## config.mk

```make
export PLATFORM = sky130hd
export DESIGN_NAME = dmem_requester_flat
export DESIGN_NICKNAME = d
export VERILOG_FILES = /design/src/rtl/dmem_requester_if.sv /design/src/rtl/dmem_requester.sv /design/src/flat_wrapper.sv
export SDC_FILE = /design/constraint.sdc
export NUM_CORES = 1
export LEC_CHECK = 0
export CAP_MARGIN = 10
export CORE_UTILIZATION = 45
export DETAILED_ROUTE_END_ITERATION = 6
export PLACE_DENSITY = 0.83
export SYNTH_ARGS = -nofsm -noshare
export SYNTH_HDL_FRONTEND = slang
export SYNTH_SLANG_ARGS = --single-unit
```

## constraint.sdc

```tcl
create_clock -name clk -period 4.9 [get_ports clk]
set_clock_uncertainty 0.1 [all_clocks]
set_input_delay 0.735 -clock clk [delete_from_list [all_inputs] [get_ports clk]]
set_output_delay 0.735 -clock clk [all_outputs]
set_load 0.01 [all_outputs]
```

## src/rtl/dmem_requester_if.sv

```systemverilog
// Core-side request/response channel of the data memory requester.
//   master : the core; drives req_* and observes ready_o / resp_*
//   slave  : dmem_requester; accepts req_* and returns ready_o / resp_*
interface dmem_requester_if #(
  parameter int unsigned A_WIDTH = 10,
  parameter int unsigned D_WIDTH = 16
);
  logic               req_valid_i;
  logic               req_we_i;
  logic [A_WIDTH-1:0] req_addr_i;
  logic [D_WIDTH-1:0] req_data_i;
  logic               ready_o;
  logic               resp_valid_o;
  logic [D_WIDTH-1:0] resp_data_o;
  logic               resp_err_o;

  modport master (
    output req_valid_i, req_we_i, req_addr_i, req_data_i,
    input  ready_o, resp_valid_o, resp_data_o, resp_err_o
  );

  modport slave (
    input  req_valid_i, req_we_i, req_addr_i, req_data_i,
    output ready_o, resp_valid_o, resp_data_o, resp_err_o
  );
endinterface

```

## src/rtl/dmem_requester.sv

```systemverilog
// Data memory requester: takes one core access at a time, issues it to a
// memory that may refuse it, retries refused accesses up to MAX_RETRY
// attempts and returns a single-cycle response (data or retry error).
// Ports:
//   clk, reset_n_i      : clock, asynchronous active-low reset
//   core (slave)        : req_valid/we/addr/data in, ready/resp_valid/data/err out
//   read_write_req_o    : memory request strobe (one cycle per attempt)
//   write_en_o          : memory write enable, qualified by the strobe
//   addr_o, din_o       : memory address / write data (latched request)
//   dout_i, refused_i   : memory read data / refusal, valid the cycle after the strobe
//   refuse_cnt_o        : saturating count of refusals seen
// MAX_RETRY must lie in 1..7.
module dmem_requester #(
  parameter int unsigned A_WIDTH   = 10,
  parameter int unsigned D_WIDTH   = 16,
  parameter int unsigned MAX_RETRY = 4
) (
  input  logic               clk,
  input  logic               reset_n_i,
  dmem_requester_if.slave    core,
  output logic               read_write_req_o,
  output logic               write_en_o,
  output logic [A_WIDTH-1:0] addr_o,
  output logic [D_WIDTH-1:0] din_o,
  input  logic [D_WIDTH-1:0] dout_i,
  input  logic               refused_i,
  output logic [15:0]        refuse_cnt_o
);

  localparam int unsigned RETRY_W = 3;
  localparam int unsigned CNT_W   = 16;

  typedef enum logic [1:0] {
    IDLE  = 2'd0,
    ISSUE = 2'd1,
    CHECK = 2'd2
  } state_t;

  state_t             state;
  logic               lat_we;
  logic [RETRY_W-1:0] retry_cnt;
  logic               ready;
  logic               resp_valid;
  logic [D_WIDTH-1:0] resp_data;
  logic               resp_err;
  logic               rw_req;
  logic               wr_en;
  logic [A_WIDTH-1:0] addr;
  logic [D_WIDTH-1:0] din;
  logic [CNT_W-1:0]   refuse_cnt;

  // Retry budget is spent when this refusal is the MAX_RETRY-th one.
  logic               retry_exhausted;
  assign retry_exhausted = (retry_cnt + RETRY_W'(1)) >= RETRY_W'(MAX_RETRY);

  // FSM with every output registered from the next-state decision, so the
  // memory side never sees a combinational path from req_* inputs.
  always_ff @(posedge clk or negedge reset_n_i) begin
    if (!reset_n_i) begin
      state      <= IDLE;
      lat_we     <= 1'b0;
      retry_cnt  <= '0;
      ready      <= 1'b1;
      resp_valid <= 1'b0;
      resp_data  <= '0;
      resp_err   <= 1'b0;
      rw_req     <= 1'b0;
      wr_en      <= 1'b0;
      addr       <= '0;
      din        <= '0;
      refuse_cnt <= '0;
    end else begin
      // Response fields live for exactly one cycle.
      resp_valid <= 1'b0;
      resp_data  <= '0;
      resp_err   <= 1'b0;
      case (state)
        IDLE: begin
          if (core.req_valid_i) begin
            lat_we    <= core.req_we_i;
            addr      <= core.req_addr_i;
            din       <= core.req_data_i;
            retry_cnt <= '0;
            rw_req    <= 1'b1;
            wr_en     <= core.req_we_i;
            ready     <= 1'b0;
            state     <= ISSUE;
          end
        end
        ISSUE: begin
          rw_req <= 1'b0;
          wr_en  <= 1'b0;
          state  <= CHECK;
        end
        CHECK: begin
          if (!refused_i) begin
            resp_valid <= 1'b1;
            resp_data  <= lat_we ? '0 : dout_i;
            ready      <= 1'b1;
            state      <= IDLE;
          end else begin
            retry_cnt <= retry_cnt + RETRY_W'(1);
            if (refuse_cnt != {CNT_W{1'b1}}) begin
              refuse_cnt <= refuse_cnt + CNT_W'(1);
            end
            if (retry_exhausted) begin
              resp_valid <= 1'b1;
              resp_err   <= 1'b1;
              ready      <= 1'b1;
              state      <= IDLE;
            end else begin
              // Refused writes were not performed: re-issue the same fields.
              rw_req <= 1'b1;
              wr_en  <= lat_we;
              state  <= ISSUE;
            end
          end
        end
        default: begin
          rw_req <= 1'b0;
          wr_en  <= 1'b0;
          ready  <= 1'b1;
          state  <= IDLE;
        end
      endcase
    end
  end

  assign core.ready_o      = ready;
  assign core.resp_valid_o = resp_valid;
  assign core.resp_data_o  = resp_data;
  assign core.resp_err_o   = resp_err;
  assign read_write_req_o  = rw_req;
  assign write_en_o        = wr_en;
  assign addr_o            = addr;
  assign din_o             = din;
  assign refuse_cnt_o      = refuse_cnt;

endmodule

```

## src/flat_wrapper.sv

```systemverilog
// flat-port wrapper written by rule: the top's interface ports become plain ports
module dmem_requester_flat 
#(
  parameter int unsigned A_WIDTH   = 10,
  parameter int unsigned D_WIDTH   = 16,
  parameter int unsigned MAX_RETRY = 4
)
  (clk, reset_n_i, read_write_req_o, write_en_o, addr_o, din_o, dout_i, refused_i, refuse_cnt_o, core_req_valid_i, core_req_we_i, core_req_addr_i, core_req_data_i, core_ready_o, core_resp_valid_o, core_resp_data_o, core_resp_err_o);
  dmem_requester_if #(.A_WIDTH(A_WIDTH), .D_WIDTH(D_WIDTH)) core_i ();
  input  logic clk;
  input  logic reset_n_i;
  output logic read_write_req_o;
  output logic write_en_o;
  output logic [A_WIDTH-1:0] addr_o;
  output logic [D_WIDTH-1:0] din_o;
  input  logic [D_WIDTH-1:0] dout_i;
  input  logic refused_i;
  output logic [15:0] refuse_cnt_o;
  input wire logic [$bits(core_i.req_valid_i)-1:0] core_req_valid_i;
  input wire logic [$bits(core_i.req_we_i)-1:0] core_req_we_i;
  input wire logic [$bits(core_i.req_addr_i)-1:0] core_req_addr_i;
  input wire logic [$bits(core_i.req_data_i)-1:0] core_req_data_i;
  output wire logic [$bits(core_i.ready_o)-1:0] core_ready_o;
  output wire logic [$bits(core_i.resp_valid_o)-1:0] core_resp_valid_o;
  output wire logic [$bits(core_i.resp_data_o)-1:0] core_resp_data_o;
  output wire logic [$bits(core_i.resp_err_o)-1:0] core_resp_err_o;
  assign core_i.req_valid_i = core_req_valid_i;
  assign core_i.req_we_i = core_req_we_i;
  assign core_i.req_addr_i = core_req_addr_i;
  assign core_i.req_data_i = core_req_data_i;
  assign core_ready_o = core_i.ready_o;
  assign core_resp_valid_o = core_i.resp_valid_o;
  assign core_resp_data_o = core_i.resp_data_o;
  assign core_resp_err_o = core_i.resp_err_o;
  dmem_requester #(.A_WIDTH(A_WIDTH), .D_WIDTH(D_WIDTH), .MAX_RETRY(MAX_RETRY)) u_core (.clk(clk), .reset_n_i(reset_n_i), .core(core_i), .read_write_req_o(read_write_req_o), .write_en_o(write_en_o), .addr_o(addr_o), .din_o(din_o), .dout_i(dout_i), .refused_i(refused_i), .refuse_cnt_o(refuse_cnt_o));
endmodule
```

# --- Word-level counts from Yosys, hierarchy flattened ---
# Index checks and enable logic that the tools add are counted.
classes:
  addsub: 2
  magnitude_cmp: 1
  eq_ne: 7
  mux: 27
  n_bitwise: 1
  reduce_logical: 7
op_table:
  columns: ["op", "n"]
  rows:
  - ["$mux W16", 3]
  - ["$add A16 B1 Y16 const B", 1]
  - ["$ne A16 B16 Y1 const B", 1]
  - ["$mux W1", 15]
  - ["$reduce_and A3 Y1", 4]
  - ["$mux W3", 2]
  - ["$ne A2 B2 Y1 const B", 3]
  - ["$pmux W2 S3", 1]
  - ["$pmux W3 S2", 1]
  - ["$mux W2", 2]
  - ["$pmux W1 S2", 2]
  - ["$add A3 B1 Y3 const B", 1]
  - ["$ge A3 B3 Y1 const B", 1]
  - ["$ne A3 B2 Y1 const B", 1]
  - ["$pmux W1 S3", 1]
  - ["$eq A2 B1 Y1 const B", 1]
  - ["$eq A2 B2 Y1 const B", 1]
  - ["$logic_not A2 Y1", 1]
  - ["$reduce_and A2 Y1", 1]
  - ["$reduce_bool A2 Y1", 1]
  - ["$not A1 Y1", 1]
totals:
  register_bits: 69
  input_bits: 47
  elab_cells: 57

# --- Depth between registers and ports, before layout ---
# Gate-level depths: netlist of the first run.
depth:
  word_depth: 5
  ltp_mapped: 7
  depth_no_buf: 5

# --- Least setup slack after synthesis of the first run ---
# No wires, ideal clock.
synth_timing:
  path_type: "input to register"
  start: "input refused_i"
  end: "register u_core.refuse_cnt[15] (netlist: u_core.refuse_cnt_o[15])"
  setup_time_ps: 79
  arrival_time_ps: 1729
  t_required_ps: 4721
  path_slack_ps: 2992
  stages: 5
  path_buffers: 1
  path_cell_list: "nand3b_4 -> or3_1 -> buf_2 -> nor4_2 -> xor2_1"
synth_between:
  elab_chain_len: 1
synth_rtl:
  columns: ["item", "line_no", "rtl"]
  rows:
  - ["start, declared", "flat_wrapper.sv:17", "input logic refused_i;"]
  - ["$reduce_and A3 Y1 (no source line)", null, null]
  - ["end signal, assigned", "dmem_requester.sv:104", "refuse_cnt <= refuse_cnt + CNT_W'(1);"]
  - ["end, declared", "dmem_requester.sv:50", "logic [CNT_W-1:0] refuse_cnt;"]
# Every way passes these cells.
# A chain may end at the register's enable or synchronous reset.

# --- Worst setup path in the final report of the first run ---
layout_timing:
  start: "register u_core.refuse_cnt[1] (netlist: u_core.refuse_cnt_o[1])"
  end: "register u_core.refuse_cnt[1] (netlist: u_core.refuse_cnt_o[1])"
layout_between:
  elab_chain_len: 2
  word_cells_on_any_way: 3
  cone_classes: "add/sub: 1; eq/ne: 1; reduce/logical: 1"
layout_rtl:
  columns: ["item"]
  rows:
  - ["branches (longest 2 deep; another with $add A16 B1 Y16)"]
# Several ways; the timed one is not identified.

==> results of run 1 <==
[how the worst min path moves through the flow]
stage                      from          endpoint  cells after the start  slack (ns)
2_1_floorplan         reset_n_i  u_core.addr_o[0]                      0        0.34
3_3_place_gp   u_core.addr_o[5]  u_core.addr_o[5]                      2        0.36
3_5_place_dp    u_core.din_o[4]   u_core.din_o[4]                      2        0.36
4_1_cts         u_core.din_o[4]   u_core.din_o[4]                      2        0.38
5_1_grt         u_core.din_o[4]   u_core.din_o[4]                      2        0.40
6_report        u_core.din_o[4]   u_core.din_o[4]                      2        0.37
[worst max-delay path, stage by stage, from the launching register on]
cell and delay, ns:
sky130_fd_sc_hd__dfrtp_1 0.41, sky130_fd_sc_hd__ha_1 0.23, sky130_fd_sc_hd__nand4_1 0.13, sky130_fd_sc_hd__nor4_2 0.97, sky130_fd_sc_hd__nor2_1 0.16, sky130_fd_sc_hd__mux2_2 0.32
[metal layers]
layer,vias up,share of wire (%),track usage (%)
met4,0,1.4,9.11
met2,91,49,32.6
met1,1024,41,24.4
li1,1072,-,-
met3,11,8.1,7.50
met5,-,0,0
[area by class of cell]
class                   instances  area, µm²  area share (%)
well taps                      75       93.8            2.30
clock buffers                  15        166            4.08
flip-flops and latches         69       1730            42.4
repair buffers                111       1100            27.0
inverters                       1       3.75          0.0921
clock inverters                 1       5.00           0.123
multi-input cells             182        978            24.0
[through the flow]
| stage | setup WS, ns | cells | cell area (µm²) | utilization (%) | hold WS, ns |
|---|---|---|---|---|---|
| after floorplan | 2.99 | 263 | 2760 | - | 0.339 |
| after global placement | 2.19 | 438 | 3910 | 66.0 | 0.359 |
| after detailed placement | 2.12 | 438 | 3910 | 66.0 | 0.361 |
| after CTS | 2.47 | 454 | 4080 | 68.9 | 0.378 |
| after global routing | 2.27 | 454 | 4080 | 68.9 | 0.398 |
| final | 2.47 | 454 | 4080 | 68.9 | 0.372 |
[logic make-up (layout without fill, tap and decap cells)]
| logic type | after synthesis | count (layout) | share of synthesized area [%] |
|---|---|---|---|
| flops | 69 | 69 | 62.7 |
| mux | 3 | 3 | 1.18 |
| xor+xnor | 15 | 15 | 4.77 |
| simple gates | 153 | 153 | 26.5 |
| fa+ha+maj | 2 | 2 | 0.908 |
| buf+inv | 12 | 128 | 1.91 |
| compound gates | 9 | 9 | 2.09 |
[power groups by stage]
stage | Sequential, mW | Clock, mW | Combinational (mW)
final | 0.852 | 0.406 | 0.686
after detailed placement | 0.859 | 0 | 0.695
after floorplan | 0.909 | 0 | 0.240
after global placement | 0.858 | 0 | 0.674
after global routing | 0.875 | 0.450 | 0.761
after CTS | 0.853 | 0.422 | 0.696
[sequential cells by signal (all words and copies together) (netlist names)]
signal                    flops
u_core.write_en_o             1
u_core.core.resp_valid_o      1
u_core.core.resp_data_o      16
u_core.retry_cnt              3
u_core.din_o                 16
u_core.core.resp_err_o        1
u_core.core.ready_o           1
u_core.state                  2
u_core.read_write_req_o       1
u_core.refuse_cnt_o          16
u_core.lat_we                 1
u_core.addr_o                10
[layout by cell type, fill, tap and decap left out, drive strengths merged, types with 2 or more instances in the layout]
| cell | Yosys | layout |
|---|---|---|
| nor4 | 5 | 5 |
| buf | 6 | 3 |
| ha | 2 | 2 |
| nand3b | 2 | 2 |
| nor3 | 9 | 9 |
| clkdlybuf4s50 | 0 | 108 |
| xor2 | 14 | 14 |
| mux2 | 2 | 2 |
| dfrtp | 68 | 68 |
| nand2 | 94 | 94 |
| clkbuf | 5 | 15 |
| nor2 | 6 | 6 |
| nand3 | 5 | 5 |
| and3 | 2 | 2 |
| nor2b | 3 | 3 |
| and2 | 16 | 16 |
| a21oi | 2 | 2 |
| nand4 | 5 | 5 |
| o21ai | 3 | 3 |
| nand2b | 2 | 2 |
==> flow_results.xml, run 1 <==
<?xml version="1.0" encoding="UTF-8"?>
<metrics>
  <group name="power_and_ir_drop">
    <metric name="power_switching" unit="mW">0.615</metric>
    <metric name="power.density" unit="nW/µm²">477</metric>
    <metric name="power_switching_share" unit="%">31.7</metric>
    <metric name="max-vdd-ir-drop" unit="µV">344</metric>
    <metric name="pint" unit="mW">1.33</metric>
    <metric name="total_power" unit="mW">1.94</metric>
    <metric name="clkPwrFrac" unit="%">20.9</metric>
    <metric name="pwr-share-comb" unit="%">35.3</metric>
    <metric name="power.static_leakage" unit="nW">1.95</metric>
    <metric name="sequential_power_share" unit="%">43.9</metric>
  </group>
  <group name="die">
    <metric name="floorplan.die.width" unit="µm">80.3</metric>
    <metric name="design.core.area" unit="µm²">5920</metric>
    <metric name="core.rowCount" unit="">28</metric>
    <metric name="die_h" unit="µm">80.3</metric>
    <metric name="ios" unit="">110</metric>
    <metric name="start_util" unit="%">46.6</metric>
    <metric name="die-area" unit="µm²">6440</metric>
  </group>
  <group name="yosys">
    <metric name="synth_flop_cell" unit="">sky130_fd_sc_hd__dfrtp_1</metric>
    <metric name="postSynthCellCount" unit="">263</metric>
    <metric name="synth_top_area_share" unit="%">61.7</metric>
    <metric name="synth.cells.most_frequent" unit="">sky130_fd_sc_hd__nand2_1 (94), sky130_fd_sc_hd__dfrtp_1 (68), sky130_fd_sc_hd__and2_1 (16)</metric>
    <metric name="syn_avg_cell_area" unit="µm²">10.5</metric>
    <metric name="synth.distinct_cells" unit="">35</metric>
    <metric name="ys_warnings" unit="">0</metric>
    <metric name="postSynthRegisterBits" unit="">69</metric>
    <metric name="synth_edf_count" unit="">0</metric>
    <metric name="synth_largest_area_cell" unit="">sky130_fd_sc_hd__dfrtp_1</metric>
    <metric name="ys_top_cells_by_area" unit="">sky130_fd_sc_hd__dfrtp_1 (62%), sky130_fd_sc_hd__nand2_1 (13%), sky130_fd_sc_hd__xor2_1 (4.4%)</metric>
    <metric name="ys_async_sr_fraction" unit="%">100</metric>
    <metric name="synthesis.area" unit="µm²">2760</metric>
    <metric name="synth_most_common_cell" unit="">sky130_fd_sc_hd__nand2_1</metric>
    <metric name="synthesis.nets" unit="">312</metric>
    <metric name="yosysSeqAreaShare" unit="%">62.7</metric>
  </group>
  <group name="critical_path">
    <metric name="path_max_fanout" unit="">13</metric>
    <metric name="worst_r2r_path_depth" unit="">5</metric>
    <metric name="r2r-end" unit="">u_core.refuse_cnt_o[1]</metric>
    <metric name="timing.critical_path.to" unit="">u_core.refuse_cnt_o[1]</metric>
    <metric name="worstSetupPathType" unit="">register to register</metric>
    <metric name="worst-endpoint-required" unit="ns">5.02</metric>
    <metric name="crit_path_end_kind" unit="">register</metric>
    <metric name="timing.critical_path.from_type" unit="">register</metric>
    <metric name="crit_path_arrival_time" unit="ns">2.56</metric>
    <metric name="critPathLaunch" unit="">u_core.refuse_cnt_o[1]</metric>
    <metric name="regToRegSetupSlack" unit="ns">2.47</metric>
    <metric name="critical_path.reg2reg.startpoint" unit="">u_core.refuse_cnt_o[1]</metric>
  </group>
  <group name="final_layout">
    <metric name="layout.filler_cells" unit="">470</metric>
    <metric name="drive_gt1_share" unit="%">6.33</metric>
    <metric name="areaGrowthSynthToFinish" unit="%">47.9</metric>
    <metric name="num_antenna_cells" unit="">0</metric>
    <metric name="nNetsFinal" unit="">423</metric>
  </group>
  <group name="clock_tree">
    <metric name="postCtsSetupBuffers" unit="">0</metric>
    <metric name="cts_tree" unit="">yes</metric>
    <metric name="post_cts.resized_instances" unit="">0</metric>
    <metric name="clkTransAtPathRegs" unit="ns">0.07</metric>
    <metric name="numCtsBuffers" unit="">9</metric>
    <metric name="clock_sink_count" unit="">69</metric>
    <metric name="h-tree-depth" unit="">3</metric>
    <metric name="ctsHoldBuffers" unit="">0</metric>
    <metric name="ctsRootBufferMaster" unit="">sky130_fd_sc_hd__clkbuf_8</metric>
    <metric name="clk_latency" unit="ns">0.33</metric>
    <metric name="cts_max_path_buffers" unit="">2</metric>
  </group>
  <group name="grt">
    <metric name="grt_start_max_net_pins" unit="">70</metric>
    <metric name="global_route_wire_length_before_repair" unit="mm">9.78</metric>
    <metric name="grt_antenna_before_repair" unit="">0</metric>
    <metric name="grt_overflow" unit="">0</metric>
    <metric name="globalRouteTotalUtil" unit="%">20.3</metric>
    <metric name="grt_pass1_vias" unit="">2150</metric>
  </group>
  <group name="timing">
    <metric name="final_period_minus_worst_setup_slack" unit="ns">2.43</metric>
    <metric name="max_clock_freq" unit="MHz">411</metric>
    <metric name="totalNegativeSetupSlack" unit="ns">0</metric>
    <metric name="timing_max_transition_violations_final" unit="">0</metric>
    <metric name="rsz0062_at_grt" unit="">false</metric>
    <metric name="setup_viol" unit="">0</metric>
    <metric name="finalHoldViolations" unit="">0</metric>
    <metric name="worst-slew-pin-transition" unit="ns">1.13</metric>
    <metric name="slew_headroom" unit="%">24.2</metric>
    <metric name="min_period_over_period" unit="%">49.7</metric>
  </group>
  <group name="placed_design">
    <metric name="dp.final_hpwl" unit="mm">4.06</metric>
    <metric name="gp_routability_congestion" unit="">0.797</metric>
    <metric name="port-buffer-count" unit="">109</metric>
  </group>
  <group name="run">
    <metric name="max_cap_viol_count" unit="">0</metric>
  </group>
  <group name="run_status">
    <metric name="status" unit="">finished clean</metric>
  </group>
  <group name="hold_path">
    <metric name="hold_path_class" unit="">register to register</metric>
  </group>
  <group name="detailed_routing">
    <metric name="post_detailed_route_wirelength_per_cell" unit="µm">12.9</metric>
    <metric name="detail_route.wirelength" unit="mm">5.87</metric>
    <metric name="via_per_inst" unit="">4.84</metric>
    <metric name="detail-route-antenna-nets" unit="">0</metric>
    <metric name="remaining_drc_errors" unit="">0</metric>
    <metric name="route.vias.total" unit="">2198</metric>
    <metric name="detail_route.first_pass.iterations" unit="">4</metric>
    <metric name="first_iter_violations" unit="">135</metric>
  </group>
</metrics>
Power figures use the tool's default switching activity.
==> inputs of run 2 (changes only) <==
--- a/config.mk
+++ b/config.mk
@@ -6,9 +6,9 @@
 export NUM_CORES = 1
 export LEC_CHECK = 0
 export CAP_MARGIN = 10
-export CORE_UTILIZATION = 45
+export CORE_UTILIZATION = 39
 export DETAILED_ROUTE_END_ITERATION = 6
-export PLACE_DENSITY = 0.83
+export PLACE_DENSITY = 0.76
 export SYNTH_ARGS = -nofsm -noshare
 export SYNTH_HDL_FRONTEND = slang
 export SYNTH_SLANG_ARGS = --single-unit
==> constraint.sdc (replaced) <==
create_clock -name clk -period 2.1 [get_ports clk]
set_clock_uncertainty 0.1 [all_clocks]
set_input_delay 0.315 -clock clk [delete_from_list [all_inputs] [get_ports clk]]
set_output_delay 0.315 -clock clk [all_outputs]
set_load 0.01 [all_outputs]
==> flow_results.xml, run 2 (synthesis gave the netlist of run 1 again) <==
<?xml version="1.0" encoding="UTF-8"?>
<metrics>
  <group name="critical_path">
    <metric name="worst-path-buf-inv" unit="">1</metric>
    <metric name="crit_path_top_delay_cell" unit="">sky130_fd_sc_hd__clkdlybuf4s50_1</metric>
    <metric name="worst-endpoint-required" unit="ns">1.68</metric>
    <metric name="worst_r2r_path_depth" unit="">6</metric>
    <metric name="crit_path_end_kind" unit="">output port</metric>
    <metric name="timing.critical_path.from_type" unit="">register</metric>
    <metric name="worstSetupPathType" unit="">register to output port</metric>
    <metric name="cell_class_contributing_the_biggest_share_of_worst_path_delay" unit="">buffers and inverters</metric>
    <metric name="cpPeakStageDelay" unit="ns">0.54</metric>
    <metric name="path_max_fanout" unit="">2</metric>
    <metric name="crit_path_cell_trace" unit="">clkdlybuf4s50_1</metric>
    <metric name="path_depth" unit="">1</metric>
    <metric name="crit_path_arrival_time" unit="ns">1.40</metric>
  </group>
  <group name="power_and_ir_drop">
    <metric name="power.static_leakage" unit="nW">2.02</metric>
    <metric name="max-vdd-ir-drop" unit="µV">463</metric>
    <metric name="power_switching_share" unit="%">31.4</metric>
    <metric name="pwr-share-comb" unit="%">37.1</metric>
    <metric name="clkPwrFrac" unit="%">20.6</metric>
    <metric name="power_switching" unit="mW">1.44</metric>
    <metric name="power.density" unit="nW/µm²">1090</metric>
    <metric name="pint" unit="mW">3.16</metric>
    <metric name="sequential_power_share" unit="%">42.3</metric>
  </group>
  <group name="grt">
    <metric name="grt_pass1_vias" unit="">2231</metric>
    <metric name="global_route_wire_length_before_repair" unit="mm">9.93</metric>
    <metric name="globalRouteTotalUtil" unit="%">17.2</metric>
    <metric name="grt_antenna_before_repair" unit="">0</metric>
    <metric name="grt_start_max_net_pins" unit="">29</metric>
    <metric name="grt_overflow" unit="">0</metric>
  </group>
  <group name="die">
    <metric name="die-area" unit="µm²">7410</metric>
    <metric name="core.rowCount" unit="">30</metric>
    <metric name="start_util" unit="%">40.6</metric>
    <metric name="ios" unit="">110</metric>
    <metric name="die_h" unit="µm">86.1</metric>
    <metric name="floorplan.die.width" unit="µm">86.1</metric>
    <metric name="design.core.area" unit="µm²">6790</metric>
  </group>
  <group name="detailed_routing">
    <metric name="detail_route.wirelength" unit="mm">5.88</metric>
    <metric name="route.vias.total" unit="">2233</metric>
    <metric name="remaining_drc_errors" unit="">0</metric>
    <metric name="post_detailed_route_wirelength_per_cell" unit="µm">12.1</metric>
    <metric name="detail_route.first_pass.iterations" unit="">4</metric>
    <metric name="detail-route-antenna-nets" unit="">0</metric>
    <metric name="first_iter_violations" unit="">85</metric>
    <metric name="via_per_inst" unit="">4.59</metric>
  </group>
  <group name="timing">
    <metric name="setup_viol" unit="">0</metric>
    <metric name="rsz0062_at_grt" unit="">false</metric>
    <metric name="totalNegativeSetupSlack" unit="ns">0</metric>
    <metric name="timing_max_transition_violations_final" unit="">0</metric>
    <metric name="slew_headroom" unit="%">71.9</metric>
    <metric name="max_clock_freq" unit="MHz">552</metric>
    <metric name="finalHoldViolations" unit="">0</metric>
    <metric name="final_period_minus_worst_setup_slack" unit="ns">1.81</metric>
    <metric name="min_period_over_period" unit="%">86.3</metric>
    <metric name="hold_ws" unit="ns">0.347</metric>
    <metric name="worst-slew-pin-transition" unit="ns">0.421</metric>
  </group>
  <group name="clock_tree">
    <metric name="clk_latency" unit="ns">0.33</metric>
    <metric name="clkTransAtPathRegs" unit="ns">0.07</metric>
    <metric name="h-tree-depth" unit="">3</metric>
    <metric name="cts_tree" unit="">yes</metric>
    <metric name="ctsRootBufferMaster" unit="">sky130_fd_sc_hd__clkbuf_8</metric>
    <metric name="cts_max_path_buffers" unit="">2</metric>
    <metric name="clock_sink_count" unit="">69</metric>
    <metric name="numCtsBuffers" unit="">9</metric>
  </group>
  <group name="run_status">
    <metric name="status" unit="">finished clean</metric>
  </group>
  <group name="final_layout">
    <metric name="num_antenna_cells" unit="">0</metric>
    <metric name="leading_cell_types_in_the_layout_fill_and_taps_excluded" unit="">sky130_fd_sc_hd__clkdlybuf4s50_1 (108), sky130_fd_sc_hd__nand2_1 (94), sky130_fd_sc_hd__dfrtp_1 (68), sky130_fd_sc_hd__and2_1 (16), sky130_fd_sc_hd__xor2_1 (14)</metric>
    <metric name="final_common_cell" unit="">sky130_fd_sc_hd__clkdlybuf4s50_1</metric>
    <metric name="nNetsFinal" unit="">434</metric>
    <metric name="layout.filler_cells" unit="">608</metric>
    <metric name="drive_gt1_share" unit="%">9.49</metric>
    <metric name="areaGrowthSynthToFinish" unit="%">53.1</metric>
  </group>
  <group name="placed_design">
    <metric name="gp_routability_congestion" unit="">0.789</metric>
    <metric name="port-buffer-count" unit="">109</metric>
    <metric name="dp.final_hpwl" unit="mm">4.38</metric>
  </group>
  <group name="hold_path">
    <metric name="hold_path_class" unit="">input port to async pin</metric>
  </group>
  <group name="run">
    <metric name="max_cap_viol_count" unit="">0</metric>
  </group>
</metrics>
## run 2: cell types whose count changed in the layout (fill, tap and decap cells not counted), sizes merged
cell         before  now
buf               3   13
clkbuf           15   12
clkinv            1    3
clkinvlp          0    1
dlygate4sd3       0    1
## run 2: stage by stage
| stage | total power, mW | worst slack, ns | cell area (µm²) | cells | utilization (%) |
|---|---|---|---|---|---|
| 3_5_place_dp | 3.71 | 0.0233 | 4030 | 469 | 59.3 |
| 6_report | 4.61 | 0.288 | 4220 | 486 | 62.1 |
| 5_1_grt | 4.93 | 0.221 | 4220 | 486 | 62.1 |
| 3_3_place_gp | 3.66 | 0.0542 | 4030 | 469 | 59.3 |
| 2_1_floorplan | 2.68 | 0.232 | 2760 | 263 | - |
| 4_1_cts | 4.68 | 0.268 | 4220 | 486 | 62.1 |
## run 2: worst paths after layout
check                                       startpoint                       to  slack (ns)
worst max-delay path               u_core.core.ready_o             core_ready_o        0.29
worst min register to register        u_core.din_o[12]         u_core.din_o[12]        0.37
worst min-delay path                         reset_n_i  u_core.refuse_cnt_o[15]        0.35
min in group clk                      u_core.din_o[12]         u_core.din_o[12]        0.37
worst max register to register  u_core.refuse_cnt_o[0]  u_core.refuse_cnt_o[11]        0.32
max in group asynchronous                    reset_n_i         u_core.din_o[15]        0.98
## run 2: area by class of cell
cell class                 instances  area [µm²]  area share [%]
tap                               96         120            2.85
clock inverter                     4        22.5           0.534
timing repair buffer             122        1210            28.7
multi-input combinational        182         978            23.2
inverter                           1        3.75          0.0890
clock buffer                      12         155            3.68
sequential                        69        1730            41.0
## run 2: power by group through the flow
| stage | registers (mW) | logic (mW) | clock network, mW |
|---|---|---|---|
| after floorplan | 2.12 | 0.559 | 0 |
| after global placement | 1.96 | 1.70 | 0 |
| after detailed placement | 1.97 | 1.73 | 0 |
| after CTS | 1.95 | 1.74 | 0.985 |
| after global routing | 1.99 | 1.88 | 1.05 |
| final | 1.95 | 1.71 | 0.949 |
## run 2: layer usage
layer / share of wire, % / vias to the layer above / track usage (%) / routed length, µm
li1: - / 1093 / - / -
met1: 43 / 1062 / 21.7 / 2560
met2: 49 / 73 / 27.7 / 2850
met3: 7.3 / 5 / 6.64 / 427
met4: 0.78 / 0 / 4.55 / 46
met5: 0 / - / 0 / 0
## run 2: what timing repair did
action | 4_1_cts | 5_1_grt
setup buffers | 0 | 0
endpoints found under the setup margin | 0 | 0
endpoints found under the hold margin | 15 | 0
hold buffers | 1 | 0
resized for setup | 0 | 0
==> inputs of run 3 (changes only) <==
--- a/config.mk
+++ b/config.mk
@@ -5,10 +5,11 @@
 export SDC_FILE = /design/constraint.sdc
 export NUM_CORES = 1
 export LEC_CHECK = 0
+export ABC_CLOCK_PERIOD_IN_PS = 2050
 export CAP_MARGIN = 10
-export CORE_UTILIZATION = 39
+export CORE_UTILIZATION = 43
 export DETAILED_ROUTE_END_ITERATION = 6
-export PLACE_DENSITY = 0.76
+export PLACE_DENSITY = 0.8
 export SYNTH_ARGS = -nofsm -noshare
 export SYNTH_HDL_FRONTEND = slang
 export SYNTH_SLANG_ARGS = --single-unit
==> constraint.sdc (replaced) <==
create_clock -name clk -period 2.05 [get_ports clk]
set_clock_uncertainty 0.1 [all_clocks]
set_input_delay 0.3075 -clock clk [delete_from_list [all_inputs] [get_ports clk]]
set_output_delay 0.3075 -clock clk [all_outputs]
set_load 0.01 [all_outputs]
==> flow_results.xml, run 3 (synthesis gave the netlist of run 1 again) <==
<?xml version="1.0" encoding="UTF-8"?>
<metrics>
  <group name="clock_tree">
    <metric name="ctsRootBufferMaster" unit="">sky130_fd_sc_hd__clkbuf_8</metric>
    <metric name="clk_latency" unit="ns">0.32</metric>
    <metric name="clkTransAtPathRegs" unit="ns">0.07</metric>
    <metric name="cts_tree" unit="">yes</metric>
    <metric name="clock_sink_count" unit="">69</metric>
    <metric name="postCtsSetupBuffers" unit="">0</metric>
    <metric name="h-tree-depth" unit="">3</metric>
    <metric name="ctsHoldBuffers" unit="">1</metric>
    <metric name="cts_max_path_buffers" unit="">2</metric>
    <metric name="numCtsBuffers" unit="">9</metric>
    <metric name="post_cts.resized_instances" unit="">0</metric>
  </group>
  <group name="timing">
    <metric name="min_period_over_period" unit="%">91.7</metric>
    <metric name="finalHoldViolations" unit="">0</metric>
    <metric name="max_clock_freq" unit="MHz">532</metric>
    <metric name="timing_max_transition_violations_final" unit="">0</metric>
    <metric name="totalNegativeSetupSlack" unit="ns">0</metric>
    <metric name="worst-slew-pin-transition" unit="ns">0.447</metric>
    <metric name="final_period_minus_worst_setup_slack" unit="ns">1.88</metric>
    <metric name="setup_viol" unit="">0</metric>
    <metric name="fin_ws" unit="ns">0.171</metric>
    <metric name="rsz0062_at_grt" unit="">false</metric>
    <metric name="slew_headroom" unit="%">70.0</metric>
  </group>
  <group name="grt">
    <metric name="grt_overflow" unit="">0</metric>
    <metric name="global_route_wire_length_before_repair" unit="mm">9.87</metric>
    <metric name="grt_start_max_net_pins" unit="">40</metric>
    <metric name="grt_pass1_vias" unit="">2158</metric>
    <metric name="grt_antenna_before_repair" unit="">0</metric>
    <metric name="globalRouteTotalUtil" unit="%">19.7</metric>
  </group>
  <group name="power_and_ir_drop">
    <metric name="power.density" unit="nW/µm²">1190</metric>
    <metric name="max-vdd-ir-drop" unit="µV">811</metric>
    <metric name="power.static_leakage" unit="nW">2.04</metric>
  </group>
  <group name="critical_path">
    <metric name="worstSetupPathType" unit="">register to register</metric>
    <metric name="r2r-end" unit="">u_core.refuse_cnt_o[9]</metric>
    <metric name="crit_path_end_kind" unit="">register</metric>
    <metric name="critical_path.reg2reg.startpoint" unit="">u_core.refuse_cnt_o[0]</metric>
    <metric name="path_max_fanout" unit="">7</metric>
    <metric name="worst-endpoint-required" unit="ns">2.15</metric>
    <metric name="crit_path_top_delay_cell" unit="">sky130_fd_sc_hd__nor4_2</metric>
    <metric name="cpPeakStageDelay" unit="ns">0.43</metric>
    <metric name="timing.critical_path.from_type" unit="">register</metric>
    <metric name="worst_r2r_path_depth" unit="">6</metric>
    <metric name="crit_path_cell_trace" unit="">ha_1, nand4_1, nor4_2, buf_4, nor3_1, xor2_1</metric>
    <metric name="crit_path_arrival_time" unit="ns">1.98</metric>
    <metric name="regToRegSetupSlack" unit="ns">0.17</metric>
  </group>
  <group name="die">
    <metric name="ios" unit="">110</metric>
    <metric name="core.rowCount" unit="">28</metric>
    <metric name="die-area" unit="µm²">6730</metric>
    <metric name="design.core.area" unit="µm²">6060</metric>
    <metric name="floorplan.die.width" unit="µm">82.1</metric>
    <metric name="start_util" unit="%">45.5</metric>
    <metric name="die_h" unit="µm">82.1</metric>
  </group>
  <group name="detailed_routing">
    <metric name="first_iter_violations" unit="">72</metric>
    <metric name="route.vias.total" unit="">2236</metric>
    <metric name="post_detailed_route_wirelength_per_cell" unit="µm">12.9</metric>
    <metric name="detail_route.wirelength" unit="mm">6.01</metric>
    <metric name="detail-route-antenna-nets" unit="">0</metric>
    <metric name="detail_route.first_pass.iterations" unit="">4</metric>
    <metric name="via_per_inst" unit="">4.81</metric>
    <metric name="remaining_drc_errors" unit="">0</metric>
  </group>
  <group name="final_layout">
    <metric name="num_antenna_cells" unit="">0</metric>
    <metric name="final_common_cell" unit="">sky130_fd_sc_hd__clkdlybuf4s50_1</metric>
    <metric name="leading_cell_types_in_the_layout_fill_and_taps_excluded" unit="">sky130_fd_sc_hd__clkdlybuf4s50_1 (108), sky130_fd_sc_hd__nand2_1 (94), sky130_fd_sc_hd__dfrtp_1 (68), sky130_fd_sc_hd__and2_1 (16), sky130_fd_sc_hd__xor2_1 (14)</metric>
    <metric name="areaGrowthSynthToFinish" unit="%">53.9</metric>
    <metric name="drive_gt1_share" unit="%">9.23</metric>
    <metric name="finalInstanceArea" unit="µm²">4240</metric>
    <metric name="nNetsFinal" unit="">434</metric>
  </group>
  <group name="placed_design">
    <metric name="gp_routability_congestion" unit="">0.781</metric>
    <metric name="dpl_cell_area" unit="µm²">3990</metric>
    <metric name="pre_cts_slack" unit="ns">-0.0426</metric>
    <metric name="dp.final_hpwl" unit="mm">4.49</metric>
    <metric name="port-buffer-count" unit="">109</metric>
  </group>
  <group name="run_status">
    <metric name="status" unit="">finished clean</metric>
  </group>
  <group name="hold_path">
    <metric name="hold_path_class" unit="">input port to async pin</metric>
  </group>
  <group name="run">
    <metric name="max_cap_viol_count" unit="">0</metric>
  </group>
</metrics>
[run 3: area by class of cell]
class | instances | area [µm²]
Clock buffer | 12 | 145
Clock inverter | 4 | 95.1
Fill cell | 454 | 1820
Inverter | 1 | 3.75
Multi-Input combinational cell | 182 | 978
Sequential cell | 69 | 1730
Tap cell | 75 | 93.8
Timing Repair Buffer | 122 | 1200
[run 3: critical path, delay by kind of cell, from the launching register on]
kind	cells	cell delay, ns
adder cells (fa/ha/maj)	1	0.24
AND/OR/NAND/NOR	3	0.63
flip-flops	1	0.41
buffers and inverters	1	0.23
XOR/XNOR	1	0.15
[run 3: how the worst max path moves through the flow]
| stage | endpoint | startpoint |
|---|---|---|
| 3_5_place_dp | u_core.refuse_cnt_o[15] | refused_i |
| 5_1_grt | u_core.refuse_cnt_o[9] | u_core.refuse_cnt_o[0] |
| 3_3_place_gp | u_core.refuse_cnt_o[15] | refused_i |
| 4_1_cts | u_core.refuse_cnt_o[9] | u_core.refuse_cnt_o[0] |
| 2_1_floorplan | u_core.refuse_cnt_o[14] | u_core.refuse_cnt_o[0] |
| 6_report | u_core.refuse_cnt_o[9] | u_core.refuse_cnt_o[0] |
[run 3: power breakdown]
part           internal (mW)  switching, mW
combinational          0.961          0.756
clock                  0.841          0.475
sequential              1.76          0.258
total                   3.56           1.49
[run 3: per-layer routing]
metal  GRT usage [%]  vias to the layer above  wire, µm
met5               0                        -         0
li1                -                     1092         -
met4            8.60                        0        87
met2            32.5                       79      3000
met3            6.44                       10       441
met1            23.3                     1055      2490
[run 3: through the flow]
step           std cells  hold slack (ns)  util [%]  total power, mW
2_1_floorplan        263          -0.0881         -             2.75
3_3_place_gp         448            0.144      65.9             3.72
3_5_place_dp         448            0.151      65.9             3.79
4_1_cts              465            0.326      70.0             5.12
5_1_grt              465            0.380      70.0             5.40
6_report             465            0.328      70.0             5.05
